--- src/rtl/mips_pkg.sv ---
// Shared MIPS definitions: opcode/funct encodings and the fetch-state enum.
package mips_pkg;

    localparam logic [5:0] OP_RTYPE = 6'b000000;
    localparam logic [5:0] OP_J     = 6'b000010;
    localparam logic [5:0] OP_JAL   = 6'b000011;
    localparam logic [5:0] OP_BEQ   = 6'b000100;
    localparam logic [5:0] OP_BNE   = 6'b000101;
    localparam logic [5:0] OP_ADDI  = 6'b001000;
    localparam logic [5:0] OP_LW    = 6'b100011;
    localparam logic [5:0] OP_SW    = 6'b101011;

    localparam logic [5:0] FN_JR    = 6'b001000;
    localparam logic [5:0] FN_ADD   = 6'b100000;
    localparam logic [5:0] FN_SUB   = 6'b100010;
    localparam logic [5:0] FN_AND   = 6'b100100;
    localparam logic [5:0] FN_OR    = 6'b100101;
    localparam logic [5:0] FN_SLT   = 6'b101010;

    typedef enum logic [1:0] {
        IDLE  = 2'd0,
        FETCH = 2'd1,
        HOLD  = 2'd2
    } fetch_state_e;

    function automatic logic [5:0] opcode_of(input logic [31:0] instr);
        return instr[31:26];
    endfunction

endpackage

--- src/rtl/next_pc_logic.sv ---
// Combinational next-PC selection for the fetch stage: JR > JAL/J > branch > PC+4.
module next_pc_logic
    import mips_pkg::*;
(
    input  logic [31:0] pc_i,
    input  logic [31:0] instr_i,
    input  logic        pcsrc_i,
    input  logic        jal_i,
    input  logic        jr_i,
    input  logic [31:0] sign_imm_i,
    input  logic [31:0] rd1_i,
    output logic [31:0] pc_plus4_o,
    output logic [31:0] next_pc_o,
    output logic        misaligned_o
);

    logic [31:0] target_raw;

    assign pc_plus4_o = pc_i + 32'd4;

    always_comb begin
        target_raw = pc_plus4_o;
        if (jr_i) begin
            target_raw = rd1_i;
        end else if (jal_i || (opcode_of(instr_i) == OP_J)) begin
            target_raw = {pc_plus4_o[31:28], instr_i[25:0], 2'b00};
        end else if (pcsrc_i) begin
            target_raw = pc_plus4_o + (sign_imm_i << 2);
        end
    end

    // Only a register target can carry stray low bits; they are always dropped.
    assign misaligned_o = (target_raw[1:0] != 2'b00);
    assign next_pc_o    = {target_raw[31:2], 2'b00};

endmodule

--- src/rtl/instr_fetch_unit.sv ---
// Instruction-fetch stage: PC register, imem req/ack handshake and next-PC update on retire.
// Optional sticky misaligned-target flag enabled by defining IFU_ALIGN_CHECK_EN.
module instr_fetch_unit
    import mips_pkg::*;
#(
    parameter logic [31:0] RESET_PC = 32'h0000_0000,
    parameter int          ADDR_W   = 32
) (
    input  logic              clk,
    input  logic              reset,
    output logic              imem_req,
    output logic [ADDR_W-1:0] imem_addr,
    input  logic              imem_ack,
    input  logic [31:0]       imem_rdata,
    input  logic              retire,
    input  logic              PCSrc,
    input  logic              JAL,
    input  logic              JR,
    input  logic [31:0]       SignImm,
    input  logic [31:0]       RD1,
    output logic              instr_valid,
    output logic [31:0]       Instr,
    output logic [5:0]        Opcode,
    output logic [5:0]        Funct,
    output logic [ADDR_W-1:0] PC,
    output logic [ADDR_W-1:0] PCPlus4,
    output logic              align_err
);

    fetch_state_e      state_q;
    logic [ADDR_W-1:0] pc_q;
    logic [31:0]       instr_q;
    logic              req_q;
    logic              valid_q;
    logic [31:0]       next_pc_d;
    logic              misaligned;

    next_pc_logic u_next_pc (
        .pc_i        (pc_q),
        .instr_i     (instr_q),
        .pcsrc_i     (PCSrc),
        .jal_i       (JAL),
        .jr_i        (JR),
        .sign_imm_i  (SignImm),
        .rd1_i       (RD1),
        .pc_plus4_o  (PCPlus4),
        .next_pc_o   (next_pc_d),
        .misaligned_o(misaligned)
    );

    // Reset abandons any outstanding request; an ack arriving afterwards lands in IDLE and is ignored.
    always_ff @(posedge clk or posedge reset) begin
        if (reset) begin
            state_q <= IDLE;
            pc_q    <= RESET_PC;
            instr_q <= '0;
            req_q   <= 1'b0;
            valid_q <= 1'b0;
        end else begin
            case (state_q)
                IDLE: begin
                    state_q <= FETCH;
                    req_q   <= 1'b1;
                end
                FETCH: begin
                    if (imem_ack) begin
                        instr_q <= imem_rdata;
                        state_q <= HOLD;
                        req_q   <= 1'b0;
                        valid_q <= 1'b1;
                    end
                end
                HOLD: begin
                    if (retire) begin
                        pc_q    <= next_pc_d;
                        state_q <= FETCH;
                        req_q   <= 1'b1;
                        valid_q <= 1'b0;
                    end
                end
                default: begin
                    state_q <= IDLE;
                    req_q   <= 1'b0;
                    valid_q <= 1'b0;
                end
            endcase
        end
    end

    assign imem_req    = req_q;
    assign imem_addr   = pc_q;
    assign instr_valid = valid_q;
    assign Instr       = instr_q;
    assign Opcode      = instr_q[31:26];
    assign Funct       = instr_q[5:0];
    assign PC          = pc_q;

`ifdef IFU_ALIGN_CHECK_EN
    logic align_err_q;

    always_ff @(posedge clk or posedge reset) begin
        if (reset) begin
            align_err_q <= 1'b0;
        end else if ((state_q == HOLD) && retire && misaligned) begin
            align_err_q <= 1'b1;
        end
    end

    assign align_err = align_err_q;
`else
    logic unused_misaligned;
    assign unused_misaligned = misaligned;
    assign align_err         = 1'b0;
`endif

endmodule

--- config.mk ---
export PLATFORM = sky130hd
export DESIGN_NAME = instr_fetch_unit
export DESIGN_NICKNAME = d
export VERILOG_FILES = /design/src/rtl/mips_pkg.sv /design/src/rtl/next_pc_logic.sv /design/src/rtl/instr_fetch_unit.sv
export SDC_FILE = /design/constraint.sdc
export NUM_CORES = 1
export LEC_CHECK = 0
export CAP_MARGIN = 10
export CORE_AREA = 4 4 152 117
export CTS_CLUSTER_SIZE = 20
export DETAILED_ROUTE_END_ITERATION = 7
export DIE_AREA = 0 0 156 121
export GPL_ROUTABILITY_DRIVEN = 0
export GPL_TIMING_DRIVEN = 0
export PLACE_DENSITY = 0.69
export SYNTH_ARGS = -nofsm -noshare
export SYNTH_HDL_FRONTEND = slang
export SYNTH_SLANG_ARGS = --single-unit
--- constraint.sdc ---
create_clock -name clk -period 5 [get_ports clk]
set_input_delay 0.75 -clock clk [delete_from_list [all_inputs] [get_ports clk]]
set_output_delay 0.75 -clock clk [all_outputs]
set_load 0.01 [all_outputs]
# After elaboration in Yosys (flattened, before gate mapping)

Index checks and enable logic that the tools add are counted.
Widths: inputs -> output; s select.

Mux-type cells: 12
Add/subtract/negate cells: 2
Equal/unequal tests: 5
Reductions and logical operators: 6
Bitwise operators: 1

Operators with widths:

| kind                  | count |
|---|---|
| $mux 32               | 3 |
| $add 32x3->32 const B | 1 |
| $add 32x32->32        | 1 |
| $eq 6x2->1 const B    | 1 |
| $pmux 1 s3            | 2 |
| $pmux 2 s3            | 1 |
| $reduce_and 2->1      | 3 |
| $mux 1                | 4 |
| $mux 2                | 2 |
| $ne 2x2->1 const B    | 2 |
| $reduce_and 3->1      | 1 |
| $eq 2x1->1 const B    | 1 |
| $eq 2x2->1 const B    | 1 |
| $logic_not 2->1       | 1 |
| $logic_or 1x1->1      | 1 |
| $not 1->1             | 1 |

Output and inout bits: 143
Logic and storage cells: 31
Register bits: 66

# Depth between registers and ports, before layout

Gate-level depths: netlist of run 1.

Depth after elaboration: 5
Depth in mapped cells: 16

# Cells and area by module

Synthesis of run 1 repeated with hierarchy kept, for this count alone.

Cells, all modules: 643
Area total of the unflattened synthesis: 5979.5 um2

Modules (own cells, without submodules):

| module           | cells each | times used | sequential area each (um2) | area each (um2) |
|---|---|---|---|---|
| instr_fetch_unit | 192        | 1          | 1676.6                     | 3014.1 |
| next_pc_logic    | 451        | 1          | 0.0                        | 2965.3 |

# Worst setup path after synthesis of run 1

Ideal clock, no wire load.

Path kind: register to register
Start point: reg pc_q[2] (netlist: PC[2])
End point: reg pc_q[27] (netlist: PC[27])
Path buffers: 1
Path slack: 1165 ps
Period minus slack after synthesis: 3835 ps
Data arrival time: 3749 ps
Cell stages (with the launch flop): 16
Data required time: 4914 ps
Cell sequence: dfrtp_1 -> ha_1 -> nand3_2 -> or4_4 -> nor2b_4 -> and4_1 -> xor2_1 -> ha_1 -> clkbuf_1 -> nand4_1 -> or4_4 -> nand3b_2 -> a211oi_1 -> o21a_1 -> o31a_1 -> o221ai_2

Cells in the longest elaborated chain, start to end: 5

Ends and longest elaborated chain:

| element                | line                   | text |
|---|---|---|
| from (decl)            | instr_fetch_unit.sv:31 | `logic [ADDR_W-1:0] pc_q;` |
| from (signal assigned) | instr_fetch_unit.sv:75 | `pc_q <= next_pc_d;` |
| $add 32x3->32          | next_pc_logic.sv:19    | `assign pc_plus4_o = pc_i + 32'd4;` |
| net PCPlus4[22]        | instr_fetch_unit.sv:26 | `output logic [ADDR_W-1:0] PCPlus4,` |
| $add 32x32->32         | next_pc_logic.sv:28    | `target_raw = pc_plus4_o + (sign_imm_i << 2);` |
| $mux 32                | next_pc_logic.sv:27    | `end else if (pcsrc_i) begin` |
| $mux 32                | next_pc_logic.sv:25    | `end else if (jal_i \|\| (opcode_of(instr_i) == OP_J)) begin` |
| $mux 32                | next_pc_logic.sv:23    | `if (jr_i) begin` |

The timed path passes the listed nets, and every way through them passes these cells.
A chain may end at the register's enable or synchronous reset.

# Final worst setup path of run 1

Start point: reg pc_q[2] (netlist: PC[2])
End point: reg pc_q[31] (netlist: PC[31])

Cells in the longest elaborated chain, start to end: 5

Ends and longest elaborated chain:

| element         | line |
|---|---|
| $add 32x3->32 * | next_pc_logic.sv:19 |
| $add 32x32->32  | next_pc_logic.sv:28 |
| $mux 32         | next_pc_logic.sv:27 |
| $mux 32 *       | next_pc_logic.sv:25 |
| $mux 32 *       | next_pc_logic.sv:23 |

Every way passes the cells marked *; elsewhere a longest branch is shown, timed or not.

==> reports/results.ini, run 1 <==
[synth]
synthesis.area_per_instance_um2=8.40
yosysWarningCount=0
yosys.area.top_type_share_pct=29.0
async_set_or_reset_register_ratio_after_synthesis_pct=100
syn_inst=668
yosys.cell_types.count=64
ys_seq_area_share_pct=29.0
post_synth_instance_area_mm2=0.00561
netlist.top_cell.by_area=sky130_fd_sc_hd__dfrtp_1
synth.top_cells.by_area=sky130_fd_sc_hd__dfrtp_1, sky130_fd_sc_hd__ha_1, sky130_fd_sc_hd__buf_4
ys_ff_latch=65
postSynth.topFlopCell=sky130_fd_sc_hd__dfrtp_1
synth_enable_flop_cells=0

[layout]
fillers=1592
area_taken_by_multi_input_logic_gates_mm2=0.00348
drive_above_1_share_pct=12.0
final_util_pct=51.8
area_growth_syn_to_layout_pct=52.0
register_area_mm2=0.00163
final_nets=1058
antenna_cells_inserted=0
design_area_mm2=0.00853

[clocking]
cts_num_sinks=65
cts_resized=0
clkSlewWorstSetupHoldPaths_ns=0.06
cts_setup_buffers=0
tritoncts_clock_tree=built
clkLatencyLatePin_ns=0.33
cts_inserted_buffers=9
cts_max_level=3
clockBufferDepth=2
ctsHoldBuffers=0
clockRootBuffer=sky130_fd_sc_hd__clkbuf_16

[route]
wl_um=22100
drt-wirelength-per-cell_um=19.4
vias=5947
drt_first_iter_violations=493
route.detailed.drc=0
first_pass_iters=5
route.antenna.remaining_nets=0
detail_route.vias_per_cell=5.23

[floorplanning]
boundaryPins=246
die_width_um=156
design.die.area_mm2=0.0189
chipHeight_um=121
initial_core_util_pct=34.1
fp.coreArea_mm2=0.0165
std_cell_rows=41

[outcome]
result_of_the_run=completed

[timing]
timing.final.setup_violations=0
setup_tns_ns=0
report.final.slew_viol_count=0
fmax_mhz=227
fin_crit_sh_pct=88.1
rsz_0062_raised_after_global_routing=no
timing.final.hold_violations=0
period_minus_slack_ns=4.41
finalClockSkew_ns=0.00733
tightestPinTransition_ns=0.838
slew_headroom_pct=44.1

[worst_setup_path]
worst-endpoint-required_ns=5.19
reg2reg_slack_ns=0.59
critical_path.max_fanout=7
critical_setup_path_kind=flop to flop
critPathCaptureType=flop
arrival_ns=4.60
critical_path.startpoint_type=flop
reg2reg_from=PC[2]$_DFFE_PP0P_
r2r_end=PC[31]$_DFFE_PP0P_
reg2reg_depth=16

[grt]
initial_antenna_violation_count=1
groute.usage.overall_pct=22.9
first_global_vias=5874
remaining_global_route_overflow=0
grt_max_degree=66
global_route_wire_length_before_repair_um=33800

[power]
max-vdd-ir-drop_v=0.000348
p_leak_uw=0.00357
p_per_area_mw_per_mm2=639

[placement]
hpwlAfterDp_um=17600
placement.cell_area_mm2=0.00824
numPortBuffers=233

[hold_path]
hold-path-cell-count=1
hold_end=imem_req$_DFFE_PP0P_
hold_path.class=flop to flop
min_from=state_q[1]$_DFFE_PP0P_

[job]
drv_cap=0

area by class of cell:
class / instances / share of cell area [%]
buffer: 74 / 5.41
sequential: 65 / 19.1
timing repair buffer: 233 / 27.3
multi-input combinational: 518 / 40.8
inverter: 17 / 0.778
tap: 215 / 3.15
clock inverter: 3 / 0.469
clock buffer: 13 / 2.93
cells by family after synthesis:
kind of cell	share of synthesized area (%)
buffers and inverters	9.36
xor gates and xnor gates	7.96
AOI/OAI and AO/OA	20.2
adders and majority gates	8.38
other	0.0668
and+or+nand+nor	17.6
DFF	29.0
muxes	7.49
Yosys cell counts, types with 3 or more instances:
library cell               count
sky130_fd_sc_hd__and3_1       10
sky130_fd_sc_hd__mux2_2       32
sky130_fd_sc_hd__a211oi_1     12
sky130_fd_sc_hd__a22oi_1       4
sky130_fd_sc_hd__o21ai_1       9
sky130_fd_sc_hd__nor3_1        7
sky130_fd_sc_hd__o211ai_1      7
sky130_fd_sc_hd__o21ai_0      35
sky130_fd_sc_hd__inv_1        16
sky130_fd_sc_hd__and2_1        3
sky130_fd_sc_hd__a311oi_1      8
sky130_fd_sc_hd__or3_1         3
sky130_fd_sc_hd__dfrtp_1      65
sky130_fd_sc_hd__o21a_1        7
sky130_fd_sc_hd__a31oi_1       4
sky130_fd_sc_hd__buf_4        49
sky130_fd_sc_hd__and4_1        3
sky130_fd_sc_hd__a21o_1        6
sky130_fd_sc_hd__xor2_1       24
sky130_fd_sc_hd__nand4_1       7
sky130_fd_sc_hd__nand2b_1      3
sky130_fd_sc_hd__nand3_1      15
sky130_fd_sc_hd__a21oi_1      62
sky130_fd_sc_hd__nand2_1      77
sky130_fd_sc_hd__nor2_1       59
sky130_fd_sc_hd__clkbuf_1     22
sky130_fd_sc_hd__buf_1         3
sky130_fd_sc_hd__ha_1         36
sky130_fd_sc_hd__xnor2_1      27
sky130_fd_sc_hd__mux2i_1       6
sky130_fd_sc_hd__nand3b_1      4
worst max-delay path by stage:
stage                            startpoint                 end  slack, ns  cells after the start
after global placement    PC[2]$_DFFE_PP0P_  PC[31]$_DFFE_PP0P_       0.74                     16
after detailed placement  PC[2]$_DFFE_PP0P_  PC[31]$_DFFE_PP0P_       0.68                     16
after global routing      PC[2]$_DFFE_PP0P_  PC[31]$_DFFE_PP0P_       0.38                     16
final                     PC[2]$_DFFE_PP0P_  PC[31]$_DFFE_PP0P_       0.59                     16
after floorplan           PC[2]$_DFFE_PP0P_  PC[27]$_DFFE_PP0P_       1.17                     15
after CTS                 PC[2]$_DFFE_PP0P_  PC[31]$_DFFE_PP0P_       0.67                     16
critical path: stages, from the launching register on:
cell and delay, ns:
sky130_fd_sc_hd__dfrtp_1 0.50, sky130_fd_sc_hd__ha_1 0.25, sky130_fd_sc_hd__nand3_2 0.17, sky130_fd_sc_hd__or4_4 0.61
sky130_fd_sc_hd__nor2b_4 0.16, sky130_fd_sc_hd__nand2_1 0.12, sky130_fd_sc_hd__nor2_1 0.16, sky130_fd_sc_hd__xor2_1 0.40
sky130_fd_sc_hd__ha_1 0.38, sky130_fd_sc_hd__a21oi_1 0.15, sky130_fd_sc_hd__o21ai_0 0.15, sky130_fd_sc_hd__a211oi_1 0.30
sky130_fd_sc_hd__a21oi_2 0.12, sky130_fd_sc_hd__o21ai_1 0.30, sky130_fd_sc_hd__mux2i_1 0.26, sky130_fd_sc_hd__xor2_1 0.16
sky130_fd_sc_hd__o22ai_1 0.09
flip-flops by register name, summed over array words and instances (netlist names):
register     count
Instr           32
PC              30
imem_req         1
instr_valid      1
state_q          1
through the flow:
| stage | hold slack (ns) | worst slack (ns) | power (uW) | std cells |
|---|---|---|---|---|
| final | 0.493 | 0.593 | 5450 | 1138 |
| after detailed placement | 0.490 | 0.680 | 4790 | 1122 |
| after global placement | 0.486 | 0.744 | 4770 | 1122 |
| after CTS | 0.494 | 0.675 | 5450 | 1138 |
| after floorplan | 0.467 | 1.17 | 3050 | 674 |
| after global routing | 0.519 | 0.383 | 5830 | 1138 |
power by group:
group | total, uW | switching (uW) | internal, uW
clock | 622 | 224 | 398
combinational | 3640 | 1710 | 1930
sequential | 1190 | 410 | 783
layer usage:
layer,wire length [um],track usage (%)
met2,9650,34.3
met5,13,0
met4,316,5.74
met3,2290,4.56
met1,9840,33.6
placed cells by master, fill, tap and decap left out, drive strengths merged, types with 3 or more instances in the layout:
master / instances
a211oi: 12
a21boi: 3
a21o: 6
a21oi: 63
a22oi: 4
a311oi: 8
a31oi: 4
and2: 3
and3: 10
and4: 3
buf: 52
clkbuf: 35
clkdlybuf4s50: 233
clkinv: 3
conb: 7
dfrtp: 65
ha: 36
inv: 16
mux2: 32
mux2i: 6
nand2: 77
nand2b: 3
nand3: 17
nand3b: 5
nand4: 8
nor2: 59
nor2b: 3
nor3: 8
o211ai: 8
o21a: 7
o21ai: 44
or3: 3
xnor2: 27
xor2: 24
(Power assumes the default switching activity.)
==> run 2: changes to the inputs <==
--- a/config.mk
+++ b/config.mk
@@ -10,7 +10,6 @@
 export CTS_CLUSTER_SIZE = 20
 export DETAILED_ROUTE_END_ITERATION = 7
 export DIE_AREA = 0 0 156 121
-export GPL_ROUTABILITY_DRIVEN = 0
 export GPL_TIMING_DRIVEN = 0
 export PLACE_DENSITY = 0.69
 export SYNTH_ARGS = -nofsm -noshare
==> run 2 against run 1 <==
Compared with the run above: cell area rose by 0.37%; die area did not move; sequential share of layout area fell by 0.070 points; wire length rose by 1.3%; first-iteration DRC count fell by 3.4%; setup slack improved by 0.0034 ns; flip-flop and latch count did not move; core utilization rose by 0.19 points; critical endpoint unchanged; highest routed layer is now met4.
==> reports/results.ini, run 2 (same netlist as run 1, synthesis figures left out) <==
[outcome]
result_of_the_run=completed

[power]
clock_power_share_pct=12.4  ; +1.0 points
p_leak_uw=0.00358  ; +0.15%
power.share.combinational_pct=65.9  ; -0.8 points
switching_share_pct=43.0  ; +0.071 points
max-vdd-ir-drop_v=0.000302  ; -13%
power.sequential.fraction_pct=21.7  ; -0.2 points
internal_power_uw=3150  ; +1.2%
p_per_area_mw_per_mm2=646  ; +1.0%
power_switching_uw=2380  ; +1.5%

[layout]
design_area_mm2=0.00856  ; +0.37%
area_growth_syn_to_layout_pct=52.5
final_nets=1058  ; unchanged
fillers=1566  ; -1.6%
largest_reg_flops=32  ; unchanged
drive_above_1_share_pct=12.2  ; +0.22 points
final_common_cell=sky130_fd_sc_hd__clkdlybuf4s50_1
antenna_cells_inserted=0  ; unchanged
final_util_pct=52.0  ; +0.19 points
area_taken_by_multi_input_logic_gates_mm2=0.00348  ; unchanged
most-common-layout-cells=sky130_fd_sc_hd__clkdlybuf4s50_1, sky130_fd_sc_hd__nand2_1, sky130_fd_sc_hd__dfrtp_1
register_area_mm2=0.00163  ; unchanged

[clocking]
ctsHoldBuffers=0  ; unchanged
clockRootBuffer=sky130_fd_sc_hd__clkbuf_16
clkLatencyLatePin_ns=0.34  ; about the same
clkSlewWorstSetupHoldPaths_ns=0.06  ; about the same
tritoncts_clock_tree=built
cts_inserted_buffers=9  ; unchanged
cts_max_level=3  ; unchanged
cts_setup_buffers=0  ; unchanged
cts_resized=0  ; unchanged
cts_num_sinks=65  ; unchanged
clockBufferDepth=2  ; unchanged

[placement]
placement.cell_area_mm2=0.00824  ; unchanged
hpwlAfterDp_um=17900  ; +1.7%
placement.setup.worst_slack_ns=0.676  ; -0.00385 ns
routabilityCongestion=0.903
numPortBuffers=233  ; unchanged

[timing]
fin_crit_sh_pct=88.1  ; about the same
rsz_0062_raised_after_global_routing=no
fmax_mhz=227  ; about the same
period_minus_slack_ns=4.40  ; -0.00339 ns
tightestPinTransition_ns=0.829  ; -0.00954 ns
slew_headroom_pct=44.8  ; +0.64 points
report.final.slew_viol_count=0  ; unchanged
hold_ws_ns=0.517  ; +0.0239 ns
timing.final.ws_setup_ns=0.597  ; +0.00339 ns
timing.final.setup_violations=0  ; unchanged
timing.final.hold_violations=0  ; unchanged
finalClockSkew_ns=0.00631  ; -0.00102 ns
setup_tns_ns=0  ; unchanged

[floorplanning]
fp.coreArea_mm2=0.0165  ; unchanged
boundaryPins=246  ; unchanged
initial_core_util_pct=34.1  ; unchanged
std_cell_rows=41  ; unchanged
chipHeight_um=121  ; unchanged
design.die.area_mm2=0.0189  ; unchanged
die_width_um=156  ; unchanged

[hold_path]
hold_end=imem_req$_DFFE_PP0P_
hold_path.class=flop to flop
hold-path-cell-count=1  ; unchanged
min_from=state_q[1]$_DFFE_PP0P_

[worst_setup_path]
worst-endpoint-required_ns=5.19  ; about the same
reg2reg_from=PC[2]$_DFFE_PP0P_
reg2reg_depth=16  ; unchanged
critical_path.max_fanout=7  ; unchanged
reg2reg_slack_ns=0.60  ; about the same
critPathCaptureType=flop
arrival_ns=4.60  ; about the same
critical_path.startpoint_type=flop
r2r_end=PC[31]$_DFFE_PP0P_
critical_setup_path_kind=flop to flop

[grt]
groute.usage.overall_pct=23.1  ; +0.19 points
first_global_vias=5740  ; -2.3%
grt_max_degree=66  ; unchanged
initial_antenna_violation_count=0  ; -1
global_route_wire_length_before_repair_um=33900  ; +0.31%
remaining_global_route_overflow=0  ; unchanged

[route]
drt-wirelength-per-cell_um=19.7  ; +1.3%
wl_um=22400  ; +1.3%
vias=5858  ; -1.5%
detail_route.vias_per_cell=5.15  ; -1.5%
route.detailed.drc=0  ; unchanged
first_pass_iters=5  ; unchanged
drt_first_iter_violations=476  ; -3.4%
route.antenna.remaining_nets=0  ; unchanged

[job]
drv_cap=0  ; unchanged

[run 2: through the flow]
step / total power, uW / instances
after floorplan: 3050 / 674
after global placement: 4780 / 1122
after detailed placement: 4810 / 1122
after CTS: 5530 / 1138
after global routing: 5900 / 1138
final: 5530 / 1138
[run 2: cell type report]
cell class	count	share of cell area [%]
inverter	17	0.775
clock inverter	6	1.08
tap	215	3.14
buffer	74	5.39
timing repair buffer	233	27.2
sequential	65	19.0
multi-input combinational	518	40.7
clock buffer	10	2.68
[run 2: how the worst max path moves through the flow]
| stage | start | end | slack [ns] |
|---|---|---|---|
| 2_1_floorplan | PC[2]$_DFFE_PP0P_ | PC[27]$_DFFE_PP0P_ | 1.17 |
| 3_3_place_gp | PC[2]$_DFFE_PP0P_ | PC[31]$_DFFE_PP0P_ | 0.74 |
| 3_5_place_dp | PC[2]$_DFFE_PP0P_ | PC[31]$_DFFE_PP0P_ | 0.68 |
| 4_1_cts | PC[2]$_DFFE_PP0P_ | PC[31]$_DFFE_PP0P_ | 0.66 |
| 5_1_grt | PC[2]$_DFFE_PP0P_ | PC[31]$_DFFE_PP0P_ | 0.34 |
| 6_report | PC[2]$_DFFE_PP0P_ | PC[31]$_DFFE_PP0P_ | 0.60 |
[run 2: worst max-delay path: stages (launching register included)]
cell and delay (ns):
sky130_fd_sc_hd__dfrtp_1 0.51, sky130_fd_sc_hd__ha_1 0.25, sky130_fd_sc_hd__nand3_2 0.17, sky130_fd_sc_hd__or4_4 0.61, sky130_fd_sc_hd__nor2b_4 0.16, sky130_fd_sc_hd__nand2_1 0.11, sky130_fd_sc_hd__nor2_1 0.14, sky130_fd_sc_hd__xor2_1 0.36
sky130_fd_sc_hd__ha_1 0.37, sky130_fd_sc_hd__a21oi_1 0.14, sky130_fd_sc_hd__o21ai_0 0.16, sky130_fd_sc_hd__a211oi_1 0.33, sky130_fd_sc_hd__a21oi_2 0.13, sky130_fd_sc_hd__o21ai_1 0.27, sky130_fd_sc_hd__mux2i_1 0.26, sky130_fd_sc_hd__xor2_1 0.17
sky130_fd_sc_hd__o22ai_1 0.10
[run 2: layer usage]
metal	up-vias	routed length, um	share of wire (%)	GRT usage [%]
met5	-	0	0	0
met3	25	2390	11	6.20
li1	2839	-	-	-
met1	2703	10000	45	33.4
met4	0	332	1.5	5.74
met2	291	9640	43	34.0
[run 2: power by group through the flow]
stage	clock, uW	sequential [uW]	combinational [uW]
3_5_place_dp	0	1200	3610
3_3_place_gp	0	1200	3590
6_report	686	1200	3640
5_1_grt	716	1240	3940
4_1_cts	695	1200	3630
2_1_floorplan	0	1170	1890
